### src/rtl/decode_seq.sv
// Index sequencer with a registered one-hot decode of the current index.
// Decodes a select directly, scans up/down every DIV cycles, holds, or loads.
module decode_seq #(
  parameter int N   = 2,
  parameter int DIV = 1
) (
  input  logic              clk,
  input  logic              rst,
  input  logic              en,
  input  logic [1:0]        mode,
  input  logic [N-1:0]      a,
  input  logic              load,
  output logic [2**N-1:0]   y,
  output logic [N-1:0]      idx,
  output logic              wrap
);

  localparam int W  = 2**N;
  localparam int TW = (DIV > 1) ? $clog2(DIV) : 1;
  localparam logic [TW-1:0] TLAST = TW'(DIV - 1);

  localparam logic [1:0] MODE_DECODE = 2'b00;
  localparam logic [1:0] MODE_UP     = 2'b01;
  localparam logic [1:0] MODE_DOWN   = 2'b10;
  localparam logic [1:0] MODE_HOLD   = 2'b11;

  logic [N-1:0]  idx_q, idx_d;
  logic [TW-1:0] tcnt_q, tcnt_d;
  logic [1:0]    prev_mode_q, prev_mode_d;
  logic          paused_q, paused_d;
  logic [W-1:0]  y_q, y_d;
  logic          wrap_q, wrap_d;
  logic [TW-1:0] tcnt_eff;

  always_comb begin
    idx_d       = idx_q;
    tcnt_d      = tcnt_q;
    prev_mode_d = prev_mode_q;
    paused_d    = paused_q;
    y_d         = y_q;
    wrap_d      = 1'b0;
    // A mode change discards the partial count so a new scan waits a full DIV.
    tcnt_eff    = (mode != prev_mode_q) ? '0 : tcnt_q;
    if (!en) begin
      y_d      = '0;
      paused_d = 1'b1;
    end else begin
      paused_d    = 1'b0;
      prev_mode_d = mode;
      if (load) begin
        idx_d  = a;
        tcnt_d = '0;
      end else begin
        case (mode)
          MODE_DECODE: begin
            idx_d  = a;
            tcnt_d = '0;
          end
          MODE_HOLD: ;
          MODE_UP, MODE_DOWN: begin
            // The first enabled edge after a pause only re-presents idx.
            if (paused_q) begin
              tcnt_d = tcnt_eff;
            end else if (tcnt_eff == TLAST) begin
              tcnt_d = '0;
              if (mode == MODE_UP) begin
                idx_d  = idx_q + 1'b1;
                wrap_d = (idx_q == '1);
              end else begin
                idx_d  = idx_q - 1'b1;
                wrap_d = (idx_q == '0);
              end
            end else begin
              tcnt_d = tcnt_eff + 1'b1;
            end
          end
          default: ;
        endcase
      end
      y_d = W'(1) << idx_d;
    end
  end

  always_ff @(posedge clk) begin
    if (rst) begin
      idx_q       <= '0;
      tcnt_q      <= '0;
      prev_mode_q <= MODE_DECODE;
      paused_q    <= 1'b0;
      y_q         <= '0;
      wrap_q      <= 1'b0;
    end else begin
      idx_q       <= idx_d;
      tcnt_q      <= tcnt_d;
      prev_mode_q <= prev_mode_d;
      paused_q    <= paused_d;
      y_q         <= y_d;
      wrap_q      <= wrap_d;
    end
  end

  assign y    = y_q;
  assign idx  = idx_q;
  assign wrap = wrap_q;

endmodule

### config.mk
export PLATFORM = sky130hd
export DESIGN_NAME = decode_seq
export DESIGN_NICKNAME = d
export VERILOG_FILES = /design/src/rtl/decode_seq.sv
export SDC_FILE = /design/constraint.sdc
export NUM_CORES = 1
export LEC_CHECK = 0
export ABC_AREA = 1
export CAP_MARGIN = 0
export CORE_UTILIZATION = 41
export CTS_CLUSTER_DIAMETER = 150
export CTS_CLUSTER_SIZE = 10
export DETAILED_ROUTE_END_ITERATION = 10
export PLACE_DENSITY = 0.71
export REMOVE_ABC_BUFFERS = 1
export SLEW_MARGIN = 0
export SYNTH_ARGS = -nofsm -noshare
export SYNTH_HDL_FRONTEND = slang
export SYNTH_SLANG_ARGS = --single-unit
### constraint.sdc
create_clock -name clk -period 1.25 [get_ports clk]
set_input_delay 0.375 -clock clk [delete_from_list [all_inputs] [get_ports clk]]
set_output_delay 0.375 -clock clk [all_outputs]
set_load 0.005 [all_outputs]
Yosys cells after proc, flatten, opt, wreduce, memory -nomap -nowiden

Cells that the tools add are included.

Register bits after elaboration: 11
Bits of input ports: 8
Output and inout bits: 7
Word-level logic and storage cells: 36

$add $sub $neg: 3
Equal/unequal tests: 4
Shift-type cells: 1
Muxes and demuxes: 13
Bitwise operators: 2
Reduce and logical (&&, ||, !) cells: 7

Operator list:

| cell                                                                   | number |
|---|---|
| 2-bit 2-to-1 mux                                                       | 5 |
| 1-bit 2-to-1 mux                                                       | 6 |
| 6-bit OR reduction                                                     | 1 |
| 2-bit equality test (second input constant)                            | 2 |
| 2-bit zero test                                                        | 2 |
| 2-bit one-hot mux with 2 select lines                                  | 1 |
| 2-bit OR reduction                                                     | 2 |
| 1-bit by 2-bit << shifter with 4-bit output (first input constant)     | 1 |
| 3-bit nonzero test                                                     | 1 |
| 2-bit by 1-bit adder with 2-bit output (second input constant)         | 1 |
| 2-bit by 1-bit equality test with 1-bit output (second input constant) | 1 |
| 2-bit inequality test                                                  | 1 |
| 1-bit inverter                                                         | 2 |
| 1-bit one-hot mux with 2 select lines                                  | 1 |
| 2-bit AND reduction                                                    | 1 |
| 2-bit by 1-bit subtractor with 2-bit output (second input constant)    | 1 |
| 1-bit adder (second input constant)                                    | 1 |

Longest topological paths before layout

Word-level depth: 8
Gate-level depth with buffers: 12
Depth with buffers taken out: 12

Worst setup path before layout

Ideal clock, no wire load.

Kind: input -> register
From: in mode[1]
To: reg tcnt_q
Data arrival time: 1.286 ns
Data required time: 1.171 ns
Setup slack: -0.115 ns
Cell stages on the path: 5
Path buffers: 0
Cell sequence: inv_2 -> ha_1 -> nand2_1 -> or3_1 -> a211oi_2

Word-level cells in the longest chain between the ends: 7

RTL lines:

| what                                  | line | RTL |
|---|---|---|
| from (decl)                           | 10   | `input logic [1:0] mode,` |
| 2-bit inequality test                 | 43   | `tcnt_eff = (mode != prev_mode_q) ? '0 : tcnt_q;` |
| 1-bit 2-to-1 mux                      | 43   |  |
| 1-bit adder                           | 74   | `tcnt_d = tcnt_eff + 1'b1;` |
| 1-bit 2-to-1 mux                      | 64   | `end else if (tcnt_eff == TLAST) begin` |
| 1-bit 2-to-1 mux                      | 62   | `if (paused_q) begin` |
| 1-bit one-hot mux with 2 select lines | 54   | `case (mode)` |
| 1-bit 2-to-1 mux                      | 50   | `if (load) begin` |
| to (signal assigned)                  | 94   | `tcnt_q <= tcnt_d;` |
| to (decl)                             | 28   | `logic [TW-1:0] tcnt_q, tcnt_d;` |

Several ways; a longest one is shown, not always the timed one.
A chain may end at the register's enable or synchronous reset.

Final worst setup path

From: reg idx_q[1] (netlist: idx[1])
To: reg idx_q[1] (netlist: idx[1])

Word-level cells in the longest chain between the ends: 7

RTL lines:

| what                                                                                                  | line   | RTL |
|---|---|---|
| from (decl)                                                                                           | 27     | `logic [N-1:0] idx_q, idx_d;` |
| from (signal assigned)                                                                                | 93     | `idx_q <= idx_d;` |
| 2-bit by 1-bit subtractor with 2-bit output or 2-bit by 1-bit adder with 2-bit output (tied branches) | 70, 67 |  |
| 2-bit 2-to-1 mux                                                                                      | 66     | `if (mode == MODE_UP) begin` |
| 2-bit 2-to-1 mux                                                                                      | 64     |  |
| 2-bit 2-to-1 mux                                                                                      | 62     |  |
| 2-bit one-hot mux with 2 select lines *                                                               | 54     |  |
| 2-bit 2-to-1 mux *                                                                                    | 50     |  |
| 2-bit 2-to-1 mux *                                                                                    | 44     | `if (!en) begin` |

Mark *: on every way between the ends. The rest lies on a longest branch, timed or not. The select of a mux whose other input is x is not followed.

==> results_dict.tcl <==
set metrics [dict create \
    die_y_um 39.83 \
    power_mw 0.9247 \
    routedWlPerCell_um 14.58 \
    power.static_leakage_nw 0.5216 \
    h-tree-depth 1 \
    yosysWarnings 0 \
    drtIter0Drc 35 \
    crit_chain "buf_6, nand2_1, nand2_1, nand2_1, nand2_1, nand3_1, nand3_1, nand2_1, nand2_1, nand2_2, nand2_2, nand2_1" \
    rr_startpoint "idx[1]$_SDFFE_PP0P_" \
    dr_total_vias 748 \
    yosys.area.top_type "dfxtp_1" \
    reg2reg_depth 12 \
    io_pins 15 \
    root_buffer "clkbuf_4" \
    layout_common_cells "buf_4, nand2_1, nand2_2" \
    wirelength_um 2056 \
    crit_type "flip-flop to flip-flop" \
    grt_pass1_vias 623 \
    syn_to_final_growth_pct 79.53 \
    yosysUniqueCellTypes 17 \
    gp_congestion 0.7546 \
    clk_pin_slew_ns 0.07 \
    first_pass_iters 4 \
    num_rows 13 \
    diodes 0 \
    synthSimpleGateAreaFrac_pct 39.66 \
    post-route-min-period_ns 1.382 \
    required_ns 1.41 \
    cp_common_cell "nand2_1" \
    synth-compound-area-share_pct 8.742 \
    grt_start_max_net_pins 7 \
    ant_nets 0 \
    drv_slew 0 \
    grt_use_total_pct 24.12 \
    min_to "wrap$_SDFF_PP0_" \
    final_common_cell "buf_4" \
    vdd_ir_drop_max_mv 0.5714 \
    synth_area_per_cell_um2 6.986 \
    coreArea_um2 1318 \
    cts.sinks 11 \
    end_kind "flip-flop" \
    synth-xor-area-share_pct 0 \
    crit_buf_inv 1 \
    fin_ws_ns -0.1318 \
    maxSlewHeadroom_pct 82.13 \
    multi_input_area_um2 410.4 \
    fmax_mhz 723.7 \
    n_fill_cell 82 \
    setup_violations 8 \
    r2r_slack_ns -0.13 \
    synth_top_family_by_area "simple AND/OR/NAND/NOR gates" \
    synth_adder_area_share_pct 6.397 \
    min-delay-start "load" \
    cap_violations 0 \
    yosys-top-cells-area "dfxtp_1, nand2_1, nand3_1, ha_1, nand2_2" \
    layout-drive-gt1-share_pct 55.56 \
    gr-total-overflow 0 \
    slowest_stage "dfxtp_2" \
    r2r-end "idx[1]$_SDFFE_PP0P_" \
    violations "negative setup slack" \
    nets 138 \
    cpPeakStageDelay_ns 0.34 \
    ys_seq_elements 11 \
    drc 0 \
    place.port_buffers 14 \
    final-hold-violation-count 0 \
    power_density_nw_per_um2 877.7 \
    register_area_um2 226.5 \
    critPathLaunchType "flip-flop" \
    finalSetupTns_ns -0.6797 \
    status "finished, violations left" \
    cts_buffer_depth 2 \
    die_area_um2 1586 \
    skew_ns 0.004501 \
    ctsHoldBuffers 0 \
    tightest_slew_ns 0.2675 \
    via_per_inst 5.305 \
    synth-seq-area-share_pct 37.53 \
    start_util_pct 44.54 \
    timing.final.crit_share_pct 110.5 \
    antenna_found_initial 0 \
    post-place-ws_ns -0.7335 \
    worstSkewPairLatency_ns 0.27 \
    syn_inst 84 \
    holdPathStages 4 \
    muxShareOfSynthArea_pct 0 \
    hold_path.class "input port to flip-flop" \
    cts_tree "built" \
    worstPathMaxFanout 4 \
    dpl.hpwl_um 1034 \
    arrival_ns 1.54 \
    crit_family "simple AND/OR/NAND/NOR gates" \
    cts_buffers 3 \
    syn_area_um2 586.8 \
    yosysTopAreaCellShare_pct 37.53 \
    die_w_um 39.83 \
    grt_pass1_wl_um 2490 \
    rsz0062_at_grt "true" \
]
==> area by class of cell <==
cell class	instances	share of cell area (%)
clock buffer	4	2.494
inverter	12	5.226
multi-input combinational	61	38.95
sequential	11	21.50
tap	15	1.781
timing repair buffer	38	30.05
==> stage by stage <==
| step | utilization (%) | instances | instance area [um2] | hold WS, ns |
|---|---|---|---|---|
| 3_5_place_dp | 64.58 | 127 | 850.8 | 0.4767 |
| 3_3_place_gp | 64.58 | 127 | 850.8 | 0.4581 |
| 5_1_grt | 79.96 | 141 | 1054 | 0.4638 |
| 4_1_cts | 70.85 | 136 | 933.4 | 0.4888 |
| 6_report | 79.96 | 141 | 1054 | 0.4469 |
| 2_1_floorplan | - | 84 | 586.8 | 0.4470 |
==> worst reg2reg max path, stage by stage, from the launching register on <==
cell and delay (ns):
dfxtp_2 0.34, buf_6 0.11, nand2_1 0.08, nand2_1 0.08
nand2_1 0.05, nand2_1 0.05, nand3_1 0.08, nand3_1 0.11
nand2_1 0.06, nand2_1 0.08, nand2_2 0.09, nand2_2 0.08
nand2_1 0.05
==> flip-flops by register name, summed over array words and instances, names as in the netlist <==
signal,count
tcnt_q,1
paused_q,1
y,4
idx,2
prev_mode_q,2
wrap,1
==> Yosys cell counts <==
| library cell | n |
|---|---|
| nand2_1 | 24 |
| dfxtp_1 | 11 |
| nand3_1 | 8 |
| nor2_1 | 7 |
| inv_1 | 6 |
| inv_2 | 6 |
| nand2_2 | 5 |
| a21oi_1 | 4 |
| ha_1 | 3 |
| nor2_2 | 2 |
| o21ai_1 | 2 |
| a2111oi_0 | 1 |
| a211oi_2 | 1 |
| nand3_2 | 1 |
| nor2_4 | 1 |
| nor3_1 | 1 |
| or3_1 | 1 |
==> what timing repair did <==
item / CTS / global route
cloned: 0 / 0
endpoints found under the setup margin: 15 / 11
buffers inserted: 5 / 5
pin swaps: 9 / 16
resized for setup: 27 / 30
==> where the power goes <==
part           switching (mW)  leakage, nW  total [mW]  internal (mW)
clock network           0.117       0.0150       0.241          0.124
registers              0.0106       0.0920       0.382          0.371
logic                   0.155        0.415       0.303          0.148
==> kinds of logic after synthesis <==
group / count (synthesis)
DFF: 11
adders and majority gates: 3
and+or+nand+nor: 50
buffers and inverters: 12
AOI/OAI and AO/OA: 8
==> worst max path at each step <==
stage,from,to,slack [ns],cells after the start
floorplan,mode[1],tcnt_q$_SDFFE_PP0P_,-0.11,5
global placement,mode[0],tcnt_q$_SDFFE_PP0P_,-0.74,6
detailed placement,mode[0],tcnt_q$_SDFFE_PP0P_,-0.73,6
CTS,prev_mode_q[1]$_SDFFE_PP0P_,idx[0]$_SDFFE_PP0P_,-0.06,11
global route,prev_mode_q[0]$_SDFFE_PP0P_,idx[1]$_SDFFE_PP0P_,-0.21,12
finish,idx[1]$_SDFFE_PP0P_,idx[1]$_SDFFE_PP0P_,-0.13,12
==> layer usage <==
metal	global-route usage (%)	vias up	routed length, um	part of all wire [%]
met5	0	-	0	0
met4	10.34	0	108	5.3
met3	5.114	12	115	5.6
met2	40.98	48	1011	49
met1	28.57	339	821	40
li1	-	349	-	-
Power figures use the tool's default switching activity.
==> edit: new RTL, same flow settings <==
Reset style: asynchronous (`rst`), changed in one clocked block.
--- a/src/rtl/decode_seq.sv
+++ b/src/rtl/decode_seq.sv
@@ -81,7 +81,7 @@
     end
   end
 
-  always_ff @(posedge clk) begin
+  always_ff @(posedge clk or posedge rst) begin
     if (rst) begin
       idx_q       <= '0;
       tcnt_q      <= '0;
Behaviour: differs if rst is asserted again (counterexample within 4 cycles, from zero or initial values and one cycle with rst high); with rst held inactive, the same outputs for 10 cycles.
==> edit against the unedited design <==
- the flow still finishes with violations (setup timing)
- wire length decreased by 21%
- synthesized area up 7.0%
- total power up 7.8%
- cell count decreased by 9.2%
- sequential cell count unchanged
- worst setup slack got worse by 19 ps
- clock skew hardly changed
- combinational power grew 15%
- design area shrank 4.3%
- highest routed layer unchanged
==> edit: results (changes against the unedited design) <==
[run_status]
violations=setup timing
status=finished, violations left

[sta]
finalSetupTns_ps=-772  ; -92.2 ps
finClkSkew_ps=4.89  ; +0.389 ps
setup_ws_ps=-151  ; -19.1 ps
relSlewSlack=0.822  ; about the same
setup_viol=6  ; -2
holdWs_ps=379  ; -68.3 ps

[synth]
seq_area_frac_synth=0.438  ; +0.0630
async_flop_share=1.00  ; +1.00
synth_common_cells=25 x nand2_1, 11 x dfrtp_1, 10 x inv_1
yosysWarnings=0  ; unchanged
yosys-top-cells-area=dfrtp_1 44%, nand2_1 15%, nand3_1 6.4%
ys.flop_type=dfrtp_1
synth.distinct_cells=16  ; -1

[setup_path]
cp.arrival_ps=1580  ; +40 ps
crit_end=idx[1]
r2r_cells=11  ; -1
crit_start=idx[1]
critPathMaxFanout=4  ; unchanged
cp_top_family=simple AND/OR/NAND/NOR gates
max_stage_delay_ps=390  ; +50 ps
cp_slowest_cell=dfrtp_1

[place]
dp_hpwl_um=997  ; -3.6%
place_ws_ps=-695  ; +38.0 ps
gp_congestion=0.846  ; +12%

[global_route]
grt_pass1_wl_um=2330  ; -6.3%
met3_usage=0.0652  ; +0.0141
grt_pass1_vias=539  ; -13%
antenna_found_initial=0  ; unchanged
met2_usage=0.320  ; -0.0895
grt_max_degree=12  ; +5
grt_usage=0.222  ; -0.0196
grt_util_met1=0.292  ; +0.00664

[power_and_ir_drop]
leakagePower_nw=0.504  ; -3.3%
pwr-share-comb=0.349  ; +0.022
power.switching_uw=327  ; +16%
clkPwrFrac=0.257  ; -0.003
ir_worst_vdd_mv=0.458  ; -20%
power_density_nw_per_um2=989  ; +13%

[clock_network]
cts_buffer_depth=2  ; unchanged
ctsResizeCount=31  ; +15%
cts_setup_buffers=6  ; +1

[min_path]
hold_path.class=in2async

[finish]
final_nets=125  ; -9.4%
antenna_cells=0  ; unchanged
layout-drive-gt1-share=0.469  ; -0.0865

[routing]
viasPerCell=5.12  ; -3.5%
dr_wl_met3_um=88  ; -23%
routed-wl-met2_um=800  ; -21%
wl_per_cell_um=12.7  ; -13%
wl_met1_um=711  ; -13%
drt_iter0_drc=27  ; -23%

edit: changes by cell type in the layout (fill, tap and decap cells not counted), sizes merged, moves of 3 or more:
cell	delta
buf	-12
dfrtp	+11
dfxtp	-11
dlygate4sd2	-6
nor2	-5
clkbuf	+4
clkdlybuf4s15	+4
a21oi	+3
edit: final cells by class:
type	count	area, µm²
clock buffers	4	26.3
fillers	114	358
inverters	13	53.8
multi-input cells	57	403
flip-flops and latches	11	275
well taps	15	18.8
repair buffers	28	231
edit: metrics by stage:
stage	cells	instance area, µm²
final	128	1010
after global routing	128	1010
after CTS	128	947
after detailed placement	119	843
after global placement	119	843
after floorplan	81	617
edit: cells by family (layout without fill, tap and decap cells):
group | Yosys count | count (layout) | share of synthesized area
AOI/OAI and AO/OA | 12 | 12 | 0.118
buffers and inverters | 14 | 45 | 0.0956
adders and majority gates | 3 | 3 | 0.0598
DFF | 11 | 11 | 0.438
and+or+nand+nor | 42 | 42 | 0.289
